**config.mk**
```make
export PLATFORM = sky130hd
export DESIGN_NAME = multicycle_ctrl
export DESIGN_NICKNAME = d
export VERILOG_FILES = /design/src/rtl/multicycle_ctrl.sv
export SDC_FILE = /design/constraint.sdc
export NUM_CORES = 1
export LEC_CHECK = 0
export ABC_AREA = 0
export ABC_CLOCK_PERIOD_IN_PS = 2500
export CORE_MARGIN = 2
export CORE_UTILIZATION = 35
export CTS_CLUSTER_SIZE = 40
export DETAILED_ROUTE_END_ITERATION = 12
export PLACE_DENSITY = 0.84
export SLEW_MARGIN = 25
export SYNTH_ARGS = -nofsm -noshare
export SYNTH_HDL_FRONTEND = slang
export SYNTH_SLANG_ARGS = --single-unit
```
**constraint.sdc**
```tcl
create_clock -name clk -period 2.5 [get_ports clk]
set_input_delay 0.375 -clock clk [delete_from_list [all_inputs] [get_ports clk]]
set_output_delay 0.375 -clock clk [all_outputs]
set_load 0.02 [all_outputs]
```
**src/rtl/multicycle_ctrl.sv**
```systemverilog
// Multi-cycle instruction controller for the Scpu datapath: sequences fetch/decode/execute,
// drives ALU/datapath selects and handshakes with the shared memory port (with timeout abort).
module multicycle_ctrl #(
    parameter int unsigned TIMEOUT = 16
) (
    input  logic        clk,
    input  logic        rst,
    input  logic [31:0] instr,
    input  logic [31:0] alu_result,
    input  logic        mem_ready,
    output logic        mem_req,
    output logic        mem_we,
    output logic        iord,
    output logic        ir_we,
    output logic        pc_we,
    output logic [1:0]  pc_src,
    output logic        alu_src_a,
    output logic [1:0]  alu_src_b,
    output logic [2:0]  alu_op,
    output logic        reg_we,
    output logic        reg_dst,
    output logic        mem_to_reg,
    output logic        illegal,
    output logic        bus_err,
    output logic [3:0]  state
);
    localparam int unsigned CNT_W = 8;

    localparam logic [3:0] FETCH   = 4'd0;
    localparam logic [3:0] DECODE  = 4'd1;
    localparam logic [3:0] EXEC_R  = 4'd2;
    localparam logic [3:0] WB_R    = 4'd3;
    localparam logic [3:0] MEMADDR = 4'd4;
    localparam logic [3:0] MEM_RD  = 4'd5;
    localparam logic [3:0] WB_MEM  = 4'd6;
    localparam logic [3:0] MEM_WR  = 4'd7;
    localparam logic [3:0] BRANCH  = 4'd8;
    localparam logic [3:0] JUMP    = 4'd9;

    localparam logic [5:0] OP_RTYPE = 6'h00;
    localparam logic [5:0] OP_LW    = 6'h23;
    localparam logic [5:0] OP_SW    = 6'h2B;
    localparam logic [5:0] OP_BEQ   = 6'h04;
    localparam logic [5:0] OP_J     = 6'h02;
    localparam logic [5:0] FN_ADD   = 6'h20;
    localparam logic [5:0] FN_SUB   = 6'h22;
    localparam logic [5:0] FN_OR    = 6'h25;

    localparam logic [2:0] ALU_ADD = 3'b000;
    localparam logic [2:0] ALU_SUB = 3'b001;
    localparam logic [2:0] ALU_OR  = 3'b010;
    localparam logic [2:0] ALU_EQ  = 3'b011;

    logic [3:0]       state_q;
    logic [3:0]       state_d;
    logic [CNT_W-1:0] wait_q;
    logic [CNT_W-1:0] wait_d;
    logic [5:0]       op;
    logic [5:0]       funct;
    logic             rtype_ok;
    logic             timeout_c;
    logic             unused_bits;

    assign op          = instr[31:26];
    assign funct       = instr[5:0];
    assign unused_bits = ^{instr[25:6], alu_result[31:1]};
    assign rtype_ok    = (op == OP_RTYPE) &&
                         ((funct == FN_ADD) || (funct == FN_SUB) || (funct == FN_OR));
    assign timeout_c   = !mem_ready && (wait_q == CNT_W'(TIMEOUT - 1));
    assign state       = state_q;

    // State and memory-wait counter registers
    always_ff @(posedge clk or posedge rst) begin
        if (rst) begin
            state_q <= FETCH;
            wait_q  <= '0;
        end else begin
            state_q <= state_d;
            wait_q  <= wait_d;
        end
    end

    // Next-state and control decode; reset holds every output low
    always_comb begin
        state_d    = state_q;
        wait_d     = '0;
        mem_req    = 1'b0;
        mem_we     = 1'b0;
        iord       = 1'b0;
        ir_we      = 1'b0;
        pc_we      = 1'b0;
        pc_src     = 2'b00;
        alu_src_a  = 1'b0;
        alu_src_b  = 2'b00;
        alu_op     = ALU_ADD;
        reg_we     = 1'b0;
        reg_dst    = 1'b0;
        mem_to_reg = 1'b0;
        illegal    = 1'b0;
        bus_err    = 1'b0;

        if (!rst) begin
            case (state_q)
                FETCH: begin
                    mem_req   = 1'b1;
                    alu_src_b = 2'b01;
                    if (mem_ready) begin
                        ir_we   = 1'b1;
                        pc_we   = 1'b1;
                        state_d = DECODE;
                    end else if (timeout_c) begin
                        bus_err = 1'b1;
                    end else begin
                        wait_d = wait_q + CNT_W'(1);
                    end
                end
                DECODE: begin
                    alu_src_b = 2'b11;
                    if (rtype_ok) begin
                        state_d = EXEC_R;
                    end else if ((op == OP_LW) || (op == OP_SW)) begin
                        state_d = MEMADDR;
                    end else if (op == OP_BEQ) begin
                        state_d = BRANCH;
                    end else if (op == OP_J) begin
                        state_d = JUMP;
                    end else begin
                        illegal = 1'b1;
                        state_d = FETCH;
                    end
                end
                EXEC_R: begin
                    alu_src_a = 1'b1;
                    case (funct)
                        FN_SUB:  alu_op = ALU_SUB;
                        FN_OR:   alu_op = ALU_OR;
                        default: alu_op = ALU_ADD;
                    endcase
                    state_d = WB_R;
                end
                WB_R: begin
                    reg_we  = 1'b1;
                    reg_dst = 1'b1;
                    state_d = FETCH;
                end
                MEMADDR: begin
                    alu_src_a = 1'b1;
                    alu_src_b = 2'b10;
                    state_d   = (op == OP_LW) ? MEM_RD : MEM_WR;
                end
                MEM_RD: begin
                    mem_req = 1'b1;
                    iord    = 1'b1;
                    if (mem_ready) begin
                        state_d = WB_MEM;
                    end else if (timeout_c) begin
                        bus_err = 1'b1;
                        state_d = FETCH;
                    end else begin
                        wait_d = wait_q + CNT_W'(1);
                    end
                end
                WB_MEM: begin
                    reg_we     = 1'b1;
                    mem_to_reg = 1'b1;
                    state_d    = FETCH;
                end
                MEM_WR: begin
                    mem_req = 1'b1;
                    mem_we  = 1'b1;
                    iord    = 1'b1;
                    if (mem_ready) begin
                        state_d = FETCH;
                    end else if (timeout_c) begin
                        bus_err = 1'b1;
                        state_d = FETCH;
                    end else begin
                        wait_d = wait_q + CNT_W'(1);
                    end
                end
                BRANCH: begin
                    alu_src_a = 1'b1;
                    alu_op    = ALU_EQ;
                    pc_src    = 2'b01;
                    pc_we     = alu_result[0];
                    state_d   = FETCH;
                end
                JUMP: begin
                    pc_src  = 2'b10;
                    pc_we   = 1'b1;
                    state_d = FETCH;
                end
                default: state_d = FETCH;
            endcase
        end
    end
endmodule

```
Yosys cells after proc, flatten, opt, wreduce, memory -nomap -nowiden
Cells that the tools add are included.
Widths: inputs -> output; s select.
{"block": "totals", "ff_bits": 12, "latch_bits": 0, "ram_bits": 0, "romBits": 0, "inputBits": 67, "elab_cells": 85, "memories": 0}
{"block": "classes", "addsub": 1, "multipliers": 0, "div": 0, "n_lt_le_gt_ge": 0, "n_eq_ne": 18, "n_shift": 0, "mux": 50, "n_bitwise": 1, "reduce_logical": 13}
{"op": "$mux 4", "n": 8}
{"op": "$mux 8", "n": 4}
{"op": "$eq 6x6->1 const B", "n": 5}
{"op": "$mux 1", "n": 28}
{"op": "$pmux 4 s6", "n": 1}
{"op": "$eq 4x3->1 const B", "n": 4}
{"op": "$pmux 2 s2", "n": 3}
{"op": "$add 8x1->8 const B", "n": 1}
{"op": "$eq 4x2->1 const B", "n": 2}
{"op": "$eq 4x4->1 const B", "n": 2}
{"op": "$eq 8x4->1 const B", "n": 1}
{"op": "$mux 2", "n": 4}
{"op": "$eq 6x2->1 const B", "n": 1}
{"op": "$eq 6x3->1 const B", "n": 1}
{"op": "$logic_not 6->1", "n": 1}
{"op": "$pmux 2 s3", "n": 1}
{"op": "$reduce_or 3->1", "n": 2}
{"op": "$eq 4x1->1 const B", "n": 1}
{"op": "$logic_not 4->1", "n": 1}
{"op": "$reduce_or 2->1", "n": 2}
{"op": "$logic_or 1x1->1", "n": 3}
{"op": "$pmux 1 s3", "n": 1}
{"op": "$logic_and 1x1->1", "n": 2}
{"op": "$ne 2x2->1 const B", "n": 1}
{"op": "3 further kinds", "n": 3}

Depth between registers and ports, before layout
Gate-level depths: netlist of run 1.
{"block": "logic_depth", "depth_word": 7, "mapped_depth": 6}

Worst setup path before layout of run 1
Ideal clock, no wire load.
{"block": "synth_timing", "path_type": "register to output", "from": "register state_q[1], in the netlist state[1]", "to": "output port alu_op[0]", "arrival_ns": 1.848, "required_time_ns": 2.125, "path_slack_ns": 0.277, "path_stages_with_launch": 6, "n_path_buf": 2, "cell_sequence": "dfrtp_1 buf_2 buf_2 nor3b_1 a31oi_1 nor4_1"}
{"block": "synth_via", "elab_chain_len": 3}
{"item": "start: declaration", "line": "54", "text": "logic [3:0] state_q;"}
{"item": "start signal: assignment", "line": "78", "text": "state_q <= state_d;"}
{"item": "$eq 4x4->1 or $eq 4x2->1 (tied branches)", "line": "103", "text": "case (state_q)"}
{"item": "$pmux 2 s2 *", "line": "103"}
{"item": "$mux 2 *", "line": "102", "text": "if (!rst) begin"}
{"item": "end: declaration", "line": "19", "text": "output logic [2:0] alu_op,"}
Every way passes the cells marked *; elsewhere a longest branch is shown, timed or not.

Final worst setup path of run 1
{"block": "layout_timing", "from": "input port instr[5]", "to": "output port alu_op[1]"}
{"block": "layout_via", "elab_chain_len": 4}
{"item": "start: declaration", "line": "8", "text": "input logic [31:0] instr,"}
{"item": "$eq 6x6->1", "line": "134", "text": "case (funct)"}
{"item": "$pmux 2 s2 *", "line": "134"}
{"item": "$pmux 2 s2 *", "line": "103"}
{"item": "$mux 2 *", "line": "102"}
Marks and branches as above.

==> results of run 1 <==
[cell type report]
| type | count | share of cell area, % |
|---|---|---|
| well taps | 31 | 2.48 |
| repair buffers | 55 | 32.3 |
| multi-input cells | 103 | 43.9 |
| inverters | 3 | 0.721 |
| clock buffers | 3 | 1.44 |
| flip-flops and latches | 12 | 19.2 |
[per-layer routing]
layer,vias up,track usage [%],part of all wire (%)
li1,564,-,-
met1,538,21.9,43
met2,35,28.1,50
met3,4,2.42,5.5
met4,0,7.14,1.3
met5,-,0,0
[kinds of logic after synthesis]
kind of cell | synth area share, %
AO/OA/AOI/OAI | 16.2
buffers and inverters | 7.81
flip-flops | 28.4
AND/OR/NAND/NOR | 37.8
other | 0.355
adder cells (fa/ha/maj) | 1.18
XOR/XNOR | 8.28
[cells in the final DEF, fill, tap and decap left out, drive strengths merged, types with 2 or more instances in the layout]
cell type | Yosys | routed
or4 | 3 | 3
clkdlybuf4s50 | 0 | 28
o21ai | 6 | 6
nand2b | 3 | 3
nor3b | 2 | 2
dlygate4sd2 | 0 | 3
xor2 | 3 | 3
xnor2 | 7 | 7
a31oi | 2 | 2
and2 | 3 | 3
nand2 | 7 | 7
nor2 | 17 | 17
inv | 3 | 3
nor3 | 9 | 9
a311oi | 2 | 2
clkbuf | 2 | 3
and3b | 2 | 2
a21oi | 5 | 5
nor2b | 2 | 2
a211oi | 2 | 2
buf | 10 | 20
dfrtp | 12 | 12
or2 | 3 | 3
dlymetal6s2s | 0 | 4
nand3 | 2 | 2
nor4 | 5 | 5
[power groups by stage]
stage / Sequential (W) / Clock [W] / Combinational [W]
floorplan: 0.000232 / 0 / 0.000229
global placement: 0.000218 / 0 / 0.000373
detailed placement: 0.000219 / 0 / 0.000381
CTS: 0.000216 / 0.000122 / 0.000381
global route: 0.000216 / 0.000132 / 0.000415
finish: 0.000215 / 0.000116 / 0.000381
[flip-flops by register name, summed over array words and instances, names as in the netlist]
name,flops
wait_q,8
state,4
[final timing paths]
kind / endpoint / slack (ns) / cells after the start
max: alu_op[1] / 0.08 / 6
min: wait_q[0]$_DFF_PP0_ / 0.48 / 1
max reg2reg: wait_q[3]$_DFF_PP0_ / 0.67 / 5
min reg2reg: wait_q[0]$_DFF_PP0_ / 0.48 / 1
max in group asynchronous: wait_q[7]$_DFF_PP0_ / 1.73 / 4
min in group asynchronous: state[2]$_DFFE_PP0P_ / 0.62 / 4
[per-stage QoR]
stage          setup WS [ns]  total power [W]  setup TNS, ns  hold WS (ns)  area (um2)
3_5_place_dp          -0.405         0.000600         -0.770         0.472        1530
4_1_cts              -0.0424         0.000718        -0.0424         0.487        1550
2_1_floorplan          0.277         0.000461              0         0.253        1060
3_3_place_gp          -0.257         0.000591         -0.621         0.462        1530
5_1_grt             -0.00595         0.000763       -0.00595         0.502        1560
6_report              0.0799         0.000713              0         0.482        1560
==> results.md, run 1 <==
- Status: complete, but fails checks
- Failing checks: design-rule violations
- CTS resizes: 7
- Largest net degree at the start of global routing: 21
- Starting Density: 37.7%
- P_sw: ~0.00027 W
- Number of antenna diodes: 0
- Crit path max-delay family: buffers and inverters
- Dominant cells by area after synthesis: dfrtp_1 28%, xnor2_1 5.8%, nor2_1 3.9%
- Post-Syn Instances: 130
- CTS buffer count: 3
- Core area: 0.00281 mm2
- Vias: 1,141
- DR iter-0 viols: between 60 and 70
- Reg2reg start: state[3]$_DFFE_PP0P_
- Synthesis Warnings: 0
- Layout Nets: 246
- Post-synth top area share: 28.4%
- Detailed Routing Iterations Pass 1: 8
- Num Clock Sinks: 12
- Gpl congestion: around 0.89
- Via density per instance: approximately 5.5
- Die Ht: 59.0 um
- Ys async rst share: 100%
- Die Area: roughly 0.0035 mm2
- Port Buf Inserts: 36
- Slew Limit Fails: 0
- Setup CP Type: in -> out
- Largest stage delay on the critical path: 0.44 ns
- CP max-delay cell: clkdlybuf4s50_1
- DP HPWL: roughly 2.1 mm
- CTS max path bufs: 2
- EDFF count, synth: 0
- Max Cap Viol: 0
- Global-route wire length before repair: 4.57 mm
- Cell accounting for the most synthesized area: dfrtp_1
- WL per Instance: 13.0 um
- Clk_lat worst skew: approximately 0.27 ns
- Top_reg_cell synth: dfrtp_1
- Worst Hold Class: reg -> reg
- CP startpoint kind: primary input
- Die Width: 59.0 um
- Post-route ant nets: 0
- Max FO, Critical Path: 2
- Critical Path End Type: primary output
- Core Util, Final: 55.7%
- CTS tree: yes
- Multi-input gate area: just under 700 um2
- Register Area: 300 um2
- IO Count: 89
- Period minus WS final: 2.42 ns
- Cell with the most instances after synthesis: dfrtp_1
- Root buf cell: clkbuf_4
- Global Route Usage Sum: 16.9%
- Cell variety after synth: 50
- CP cell instances: clkdlybuf4s50_1, or3b_1, nor3b_2, a21oi_1, nor4_1, dlygate4sd2_1
- Clk pwr share: 16.3%
- Combinational share of power: between 50% and 60%
- Mapped Avg Cell Area: 8.13 um2
- CP required: 2.12 ns
- Reg power frac: 30.2%
- Synthesis-to-layout area growth: 47.8%
- Grt total ovfl: 0
- Sequential element share of the synthesized area: 28.4%
- FF+latch count, synth: 12
- H-tree depth: 1
- Crit path launch: instr[5]
- P_int: 0.000440 W
- Vias in the first global route: 1,112
- Final Hold Fails: 0
- HP Start: wait_q[0]$_DFF_PP0_
- Pwr Density: 456 mW/mm2
- Drt total wl: 2.70 mm
- Post-CTS Repair Setup Buffers: 0
- Row count: 19
- Top post-synthesis cells by count: 12 x dfrtp_1, 11 x nor2_1, 8 x nor3_1, 7 x nand2_1, 7 x xnor2_1
- Highest clock rate: approximately 0.41 GHz
- Initial antenna violation count: 0
- Fin cells: about 210
- Netlist Area Pre-Place: 0.00106 mm2
- Final Cycle Share: 96.8%
- Fillers: 266
- Worst VDD drop: ~0.00017 V
- Residual DRC: 3
- # hold bufs at CTS: 0
- Fraction of layout cells with a size suffix above 1: around 20%
- Clock Pin Slew Worst Setup and Hold Paths: 0.07 ns
- CP bufs+invs: 2
- Skew final: ~0.0019 ns
- Synthesized net count: 198
- # setup viols final: 0
- LEAKAGE: 0.696 nW
- Dpl cells: 204
- CP Data Arrival Time: 2.05 ns
- Switching Fraction: 38.3%
Note: power is estimated with default switching activity, not from simulation.
==> inputs of run 2 (changes only) <==
--- a/config.mk
+++ b/config.mk
@@ -9,6 +9,7 @@
 export ABC_CLOCK_PERIOD_IN_PS = 2500
 export CORE_MARGIN = 2
 export CORE_UTILIZATION = 35
+export CTS_CLUSTER_DIAMETER = 150
 export CTS_CLUSTER_SIZE = 40
 export DETAILED_ROUTE_END_ITERATION = 12
 export PLACE_DENSITY = 0.84
==> results of run 2 <==
Same layout as run 1: the final DEF is identical, and so are final timing and power.
